[config.mk]
export PLATFORM = sky130hd
export DESIGN_NAME = data_mem_arbiter
export DESIGN_NICKNAME = d
export VERILOG_FILES = /design/src/rtl/mips_mem_pkg.sv /design/src/rtl/rr_arb2.sv /design/src/rtl/data_mem_arbiter.sv
export SDC_FILE = /design/constraint.sdc
export NUM_CORES = 1
export LEC_CHECK = 0
export ABC_AREA = 1
export CORE_MARGIN = 2
export CORE_UTILIZATION = 46
export CTS_CLUSTER_SIZE = 12
export DETAILED_ROUTE_END_ITERATION = 6
export GPL_TIMING_DRIVEN = 0
export HOLD_SLACK_MARGIN = 0.05
export PLACE_DENSITY = 0.83
export SLEW_MARGIN = 15
export SYNTH_ARGS = -nofsm -noshare
export SYNTH_HDL_FRONTEND = slang
export SYNTH_SLANG_ARGS = --single-unit
[constraint.sdc]
create_clock -name clk -period 4.6 [get_ports clk]
set_input_delay 0.92 -clock clk [delete_from_list [all_inputs] [get_ports clk]]
set_output_delay 0.92 -clock clk [all_outputs]
set_load 0.02 [all_outputs]
[src/rtl/mips_mem_pkg.sv]
// Shared definitions for the data-memory arbiter: FSM encoding, port ids and
// the read-latency counter width.
package mips_mem_pkg;

    typedef enum logic [1:0] {
        ST_IDLE  = 2'd0,
        ST_ISSUE = 2'd1,
        ST_WAIT  = 2'd2,
        ST_RESP  = 2'd3
    } state_t;

    localparam logic PORT_CPU = 1'b0;
    localparam logic PORT_DBG = 1'b1;

    localparam int CNT_W = 3;

endpackage

[src/rtl/rr_arb2.sv]
// Two-request round-robin chooser. The last-grant flop only moves when the
// arbiter actually accepts a transaction, so a tie goes to the other port.
module rr_arb2
    import mips_mem_pkg::*;
(
    input  logic       clk,
    input  logic       rstb,
    input  logic [1:0] i_req,
    input  logic       i_accept,
    output logic       o_grant
);

    logic r_last;

    always_comb begin
        if (i_req == 2'b11)
            o_grant = ~r_last;
        else if (i_req[1])
            o_grant = PORT_DBG;
        else
            o_grant = PORT_CPU;
    end

    // Reset to the debug port so the CPU wins the first tie.
    always_ff @(posedge clk or negedge rstb) begin
        if (!rstb)
            r_last <= PORT_DBG;
        else if (i_accept)
            r_last <= o_grant;
    end

endmodule

[src/rtl/data_mem_arbiter.sv]
// Shares one single-ported data memory between the CPU load/store path and a
// debug/loader port, one transaction at a time, with a req/ack handshake.
module data_mem_arbiter
    import mips_mem_pkg::*;
#(
    parameter int RD_LAT = 1,
    parameter int AW     = 32,
    parameter int DW     = 32
) (
    input  logic          clk,
    input  logic          rstb,
    input  logic          cpu_req,
    input  logic          cpu_we,
    input  logic [AW-1:0] cpu_addr,
    input  logic [DW-1:0] cpu_wdata,
    output logic          cpu_ack,
    output logic [DW-1:0] cpu_rdata,
    output logic          cpu_stall,
    input  logic          dbg_req,
    input  logic          dbg_we,
    input  logic [AW-1:0] dbg_addr,
    input  logic [DW-1:0] dbg_wdata,
    output logic          dbg_ack,
    output logic [DW-1:0] dbg_rdata,
    output logic          mem_wr_en,
    output logic          mem_rd_en,
    output logic [AW-1:0] mem_addr,
    output logic [DW-1:0] mem_wr_data,
    input  logic [DW-1:0] mem_dout
);

    // ISSUE already covers the first read cycle, so WAIT counts RD_LAT-2 more.
    localparam logic [CNT_W-1:0] CNT_LOAD = CNT_W'((RD_LAT >= 2) ? RD_LAT - 2 : 0);

    state_t           r_state;
    logic             r_win;
    logic             r_we;
    logic [CNT_W-1:0] r_cnt;

    logic          w_any;
    logic          w_accept;
    logic          w_grant;
    logic          w_sel_we;
    logic [AW-1:0] w_sel_addr;
    logic [DW-1:0] w_sel_wdata;
    logic          w_capture;

    assign w_any       = cpu_req | dbg_req;
    assign w_accept    = (r_state == ST_IDLE) && w_any;
    assign w_sel_we    = (w_grant == PORT_DBG) ? dbg_we    : cpu_we;
    assign w_sel_addr  = (w_grant == PORT_DBG) ? dbg_addr  : cpu_addr;
    assign w_sel_wdata = (w_grant == PORT_DBG) ? dbg_wdata : cpu_wdata;
    assign w_capture   = ((r_state == ST_ISSUE) && !r_we && (RD_LAT == 1)) ||
                         ((r_state == ST_WAIT) && (r_cnt == '0));

    assign cpu_stall = cpu_req & ~cpu_ack;

    rr_arb2 u_arb (
        .clk      (clk),
        .rstb     (rstb),
        .i_req    ({dbg_req, cpu_req}),
        .i_accept (w_accept),
        .o_grant  (w_grant)
    );

    always_ff @(posedge clk or negedge rstb) begin
        if (!rstb) begin
            r_state     <= ST_IDLE;
            r_win       <= PORT_CPU;
            r_we        <= 1'b0;
            r_cnt       <= '0;
            cpu_ack     <= 1'b0;
            dbg_ack     <= 1'b0;
            cpu_rdata   <= '0;
            dbg_rdata   <= '0;
            mem_wr_en   <= 1'b0;
            mem_rd_en   <= 1'b0;
            mem_addr    <= '0;
            mem_wr_data <= '0;
        end else begin
            case (r_state)
                ST_IDLE: begin
                    if (w_any) begin
                        r_win       <= w_grant;
                        r_we        <= w_sel_we;
                        mem_addr    <= w_sel_addr & {{(AW-2){1'b1}}, 2'b00};
                        mem_wr_data <= w_sel_wdata;
                        mem_wr_en   <= w_sel_we;
                        mem_rd_en   <= ~w_sel_we;
                        // Writes complete in the issue cycle, so ack goes out with mem_wr_en.
                        cpu_ack     <= w_sel_we & (w_grant == PORT_CPU);
                        dbg_ack     <= w_sel_we & (w_grant == PORT_DBG);
                        r_state     <= ST_ISSUE;
                    end
                end
                ST_ISSUE, ST_WAIT: begin
                    if ((r_state == ST_ISSUE) && r_we) begin
                        mem_wr_en <= 1'b0;
                        cpu_ack   <= 1'b0;
                        dbg_ack   <= 1'b0;
                        r_state   <= ST_IDLE;
                    end else if (w_capture) begin
                        mem_rd_en <= 1'b0;
                        if (r_win == PORT_CPU)
                            cpu_rdata <= mem_dout;
                        else
                            dbg_rdata <= mem_dout;
                        cpu_ack <= (r_win == PORT_CPU);
                        dbg_ack <= (r_win == PORT_DBG);
                        r_cnt   <= '0;
                        r_state <= ST_RESP;
                    end else if (r_state == ST_ISSUE) begin
                        r_cnt   <= CNT_LOAD;
                        r_state <= ST_WAIT;
                    end else begin
                        r_cnt <= r_cnt - 1'b1;
                    end
                end
                ST_RESP: begin
                    cpu_ack <= 1'b0;
                    dbg_ack <= 1'b0;
                    r_state <= ST_IDLE;
                end
                default: r_state <= ST_IDLE;
            endcase
        end
    end

endmodule

-- After elaboration in Yosys (flattened, before gate mapping)
Cells that the tools add are included.
- memory bits (read-only): 0
- word-level logic and storage cells: 79
- output and inout port bits: 133
- bits of input ports: 166
- RAM bits: 0
- register bits: 138
- latch bits: 0
- memories kept: 0
- reduce and logical (&&, ||, !) cells: 18
- bitwise logic cells: 10
- mux-type cells: 27
- shift operators: 0
- add/subtract/negate cells: 1
- $lt $le $gt $ge: 0
- divide/modulo/power cells: 0
- $mul: 0
- eq/ne operators: 10
- operators with widths (operator ; count):
    2-to-1 mux 32 bit ; 2
    2-to-1 mux 1 bit ; 14
    AND reduction 4 bit ; 3
    2-to-1 mux 2 bit ; 4
    != test 2 bit, second input constant ; 4
    AND reduction 2 bit ; 4
    equality test 2 bit, second input constant ; 3
    2-to-1 mux 3 bit ; 2
    NOT 1 bit ; 6
    one-hot mux 1 bit (3 select lines) ; 2
    one-hot mux 2 bit (3 select lines) ; 1
    logical AND 1 bit ; 4
    != test 4 bit, second input constant ; 1
    one-hot mux 1 bit (2 select lines) ; 2
    bitwise AND 1 bit ; 3
    logical NOT 3 bit ; 1
    != test 3 bit, second input constant ; 1
    AND reduction 3 bit ; 1
    subtractor 3 x 1 -> 3 bit, second input constant ; 1
    equality test 2 x 1 -> 1 bit, second input constant ; 1
    logical NOT 2 bit ; 1
    nonzero test 2 bit ; 1
    OR reduction 2 bit ; 1
    logical NOT 1 bit ; 1
    other kinds (2) ; 2

-- Logic depth before layout (Yosys ltp)
- depth after elaboration: 6
- gate-level depth with buffers: 9

-- By module
A second synthesis with hierarchy kept.
- cell total of the unflattened synthesis: 682
- area total of the unflattened synthesis: 6251.0 sq um
- by module, submodules not included (module ; instances ; area each (sq um) ; cells each):
    data_mem_arbiter ; 1 ; 6198.4 ; 675
    rr_arb2 ; 1 ; 52.6 ; 7

-- Worst setup path before layout
No wires, ideal clock.
- path kind: input port to output port
- start point: input cpu_req
- end point: output cpu_stall
- required time: 3.680 ns
- cell stages on the path: 2
- arrival time: 1.220 ns
- slack: 2.460 ns
- cells stage by stage: inv_1 -> nor2_1
- word-level cells in the longest chain between the ends: 1
- RTL lines (what ; line ; text):
    start: declaration ; data_mem_arbiter.sv:12 ; input logic cpu_req,
    bitwise AND 1 bit ; data_mem_arbiter.sv:56 ; assign cpu_stall = cpu_req & ~cpu_ack;
    end: declaration ; data_mem_arbiter.sv:18 ; output logic cpu_stall,
No other way between the ends.

-- Worst setup path after layout
Same ends and word-level chain as after synthesis.

==> metrics.txt <==
r2r worst-path depth 8; highest cell delay on the worst timing path 0.61 ns; largest fanout on the critical path 3; WL/cell 17.1 microns; Crit path depth 4; die area 15800 sq um; Worst EP arrival 2.30 ns; Compound-Gate Fraction of Synth Area 20.0%; status finished clean; drt total wl 20200 microns; Synth Cell Area 6820 sq um; most frequent cell after synthesis nand2_1; CP Cell Sequence clkdlybuf4s50_1, inv_1, nor2_1, clkdlybuf4s50_1; largest family of logic cells by synthesized area compound AO/OA/AOI/OAI gates; critical path startpoint cpu_req; Hold Fails Final Rpt 0; max-slew violations 0; Yosys top cell by area dfrtp_1; top cells by area, synth dfrtp_1 (50%), a31oi_2 (11%), nand2_1 (9.8%); Net Sw Power 3.16 mW; adder-cell area share of the yosys netlist 1.28%; CP delay by family, top buffers and inverters; Final #Nets 1158; total CTS buffers 17; Std-Cell Rows 44; Die X 126 microns; Finished Core Util 72.8%; Switching Share 41.0%; Vias 5843; Synth warnings 0; CP Launch Type input port; Seq/Total Area, Yosys 50.7%; Setup Viol. Count Final 0; most frequent cells after synthesis nand2_1 (178), dfrtp_1 (137), nor2_1 (66), o21ai_2 (64), a31oi_2 (60); Synth Area in Simple Gates 19.4%; slowest CP cell clkdlybuf4s50_1; Seq pwr share 28.3%; IO Port Bufs 292; R2R setup slack 2.79 ns; Slew @ Worst Pin 0.501 ns; Worst Path Required 3.68 ns; latest clock arrival within the worst-skew pair 0.42 ns; Peak Freq 311 MHz; Power Total 7.71 mW; Mean Syn Cell Area 10.1 sq um; DP Worst Slack 1.37 ns; hold crit path type in2async; max_slew headroom 66.6%; Clock Path Buffers 2; top-area cell type share of the netlist area 50.3%; Hold WS 0.429 ns; quantity of hold-fixing buffers added after cts 0; count of flip-flops with a built-in enable after synthesis 0; CTS H-Tree Depth 4; RSZ-0062 raised after global routing false; Residual DRC 0; Initial Util 46.9%; antenna-violating nets left 0; crit path kind in2out; Clock Skew 0.00644 ns; Tcrit/Tclk final 70.0%; Congestion Overflow GR 0; CTS root buf clkbuf_16; VDD IR max 0.289 mV; FFs w/ async S/R, synth 100%; height of the die 126 microns; layout cells sized above 1 24.9%; antenna violations before repair 2; Leak 4.62 nW; Final Wtd Congestion 0.879; Worst setup EP type output port; multiplexer area fraction after synthesis 0%; final-layout fill cell count 1086; Synth Register Bits 138; Comb pwr share 54.6%; wire length of the first global-routing pass 32100 microns; Max-cap violations 0; # IOs 299; final worst setup slack 1.38 ns; CTS clk-pin slew, worst paths 0.06 ns; Pwr Density 729 nW/um^2; Synth Area in XOR/XNOR 0%; 1st-iter DRT viols 315; CTS tree built; leading register cell type out of synthesis dfrtp_1; PostCTS Resize Cnt 0; HPWL Detailed 15400 microns; Buf/Inv on CP 3; Setup Fix Bufs, Post-CTS 0; Internal 4.55 mW; Clock Sink Count 138; Syn-to-layout area delta 55.2%; drt via density 4.94; drt pass-1 iters 4; Post-Synthesis Cells 672; largest net degree at the start of global routing 78; clock power share 17.1%; Cell variety after synth 27; number of global-route vias before repair 5961; cell mode on critical path clkdlybuf4s50_1; r2r startpoint r_state[0]$_DFFE_PN0P_; fin crit period 3.22 ns; core area 14500 sq um; GRT Overall Usage 26.0%
[power by group through the flow]
stage | sequential [mW] | clock [mW] | combinational [mW]
3_5_place_dp | 2.20 | 0 | 4.23
4_1_cts | 2.18 | 1.33 | 4.25
5_1_grt | 2.25 | 1.39 | 4.54
2_1_floorplan | 2.87 | 0 | 1.76
3_3_place_gp | 2.18 | 0 | 4.16
6_report | 2.18 | 1.32 | 4.21
[per-stage QoR]
step | setup TNS [ns] | std cells | cell area, sq um
after floorplan | 0 | 673 | 6820
after global placement | -416.26 | 1149 | 9980
after detailed placement | 0 | 1150 | 10000
after CTS | 0 | 1182 | 10600
after global routing | 0 | 1183 | 10600
final | 0 | 1183 | 10600
[state kept, by name, indices dropped and copies added (netlist names), 2 cells and up]
register / count
mem_addr: 30
mem_wr_data: 32
cpu_rdata: 32
r_cnt: 3
dbg_rdata: 32
r_state: 2
[metal layers]
layer  share of wire, %  up-vias  GRT usage, %
met5              0.064        -             0
met4                4.1        2          11.9
met3                7.1       45          7.09
met2                 49      255          42.7
met1                 40     2726          32.2
li1                   -     2815             -
[placed cells by master, fill, tap and decap left out, types with 2 or more instances in the layout]
| cell type | count |
|---|---|
| clkbuf_16 | 17 |
| o21ai_2 | 64 |
| a31oi_2 | 60 |
| buf_6 | 16 |
| nand4_1 | 4 |
| nand2_2 | 43 |
| ha_1 | 7 |
| buf_12 | 5 |
| clkinvlp_4 | 3 |
| inv_2 | 2 |
| nand3_4 | 2 |
| a31oi_1 | 2 |
| dfrtp_1 | 137 |
| inv_6 | 2 |
| buf_2 | 15 |
| clkbuf_8 | 2 |
| clkinv_2 | 3 |
| clkdlybuf4s50_1 | 291 |
| inv_1 | 44 |
| buf_8 | 3 |
| o21ai_0 | 3 |
| nand3_1 | 10 |
| nand2_1 | 178 |
| conb_1 | 2 |
| buf_4 | 2 |
| clkinv_4 | 5 |
| nor2_1 | 66 |
| o21ai_1 | 2 |
| o22ai_1 | 2 |
[cell type report]
cell class | instances | area, sq um | area share (%)
timing repair buffer | 293 | 2960 | 27.9
multi-input combinational | 448 | 2790 | 26.3
clock inverter | 13 | 120 | 1.13
clock buffer | 19 | 453 | 4.28
buffer | 40 | 400 | 3.78
antenna | 1 | 2.50 | 0.0236
sequential | 138 | 3450 | 32.6
tap | 184 | 230 | 2.17
inverter | 47 | 181 | 1.71
[worst register-to-register path, delay by kind of cell, from the launching register on]
family                   cells  cell delay (ns)
AND/OR/NAND/NOR              3             0.40
AO/OA/AOI/OAI                1             0.06
buffers and inverters        3             0.41
adder cells (fa/ha/maj)      1             0.42
flip-flops                   1             0.40
[logic make-up (layout without fill, tap and decap cells)]
| kind of cell | after synthesis | in the layout |
|---|---|---|
| AND/OR/NAND/NOR | 305 | 305 |
| adder cells (fa/ha/maj) | 7 | 7 |
| buffers and inverters | 87 | 412 |
| other | 1 | 3 |
| flip-flops | 138 | 138 |
| AO/OA/AOI/OAI | 134 | 134 |
[path summary, 6_finish.rpt]
| path | end |
|---|---|
| setup / recovery | cpu_stall |
| hold / removal | mem_addr[14]$_DFFE_PN0P_ |
| setup reg to reg | cpu_rdata[16]$_DFFE_PN0P_ |
| hold reg to reg | mem_rd_en$_DFFE_PN0P_ |
| max in group asynchronous | dbg_rdata[7]$_DFFE_PN0P_ |
| min in group clk | mem_rd_en$_DFFE_PN0P_ |
No activity file was read; power rests on OpenSTA's default activity.
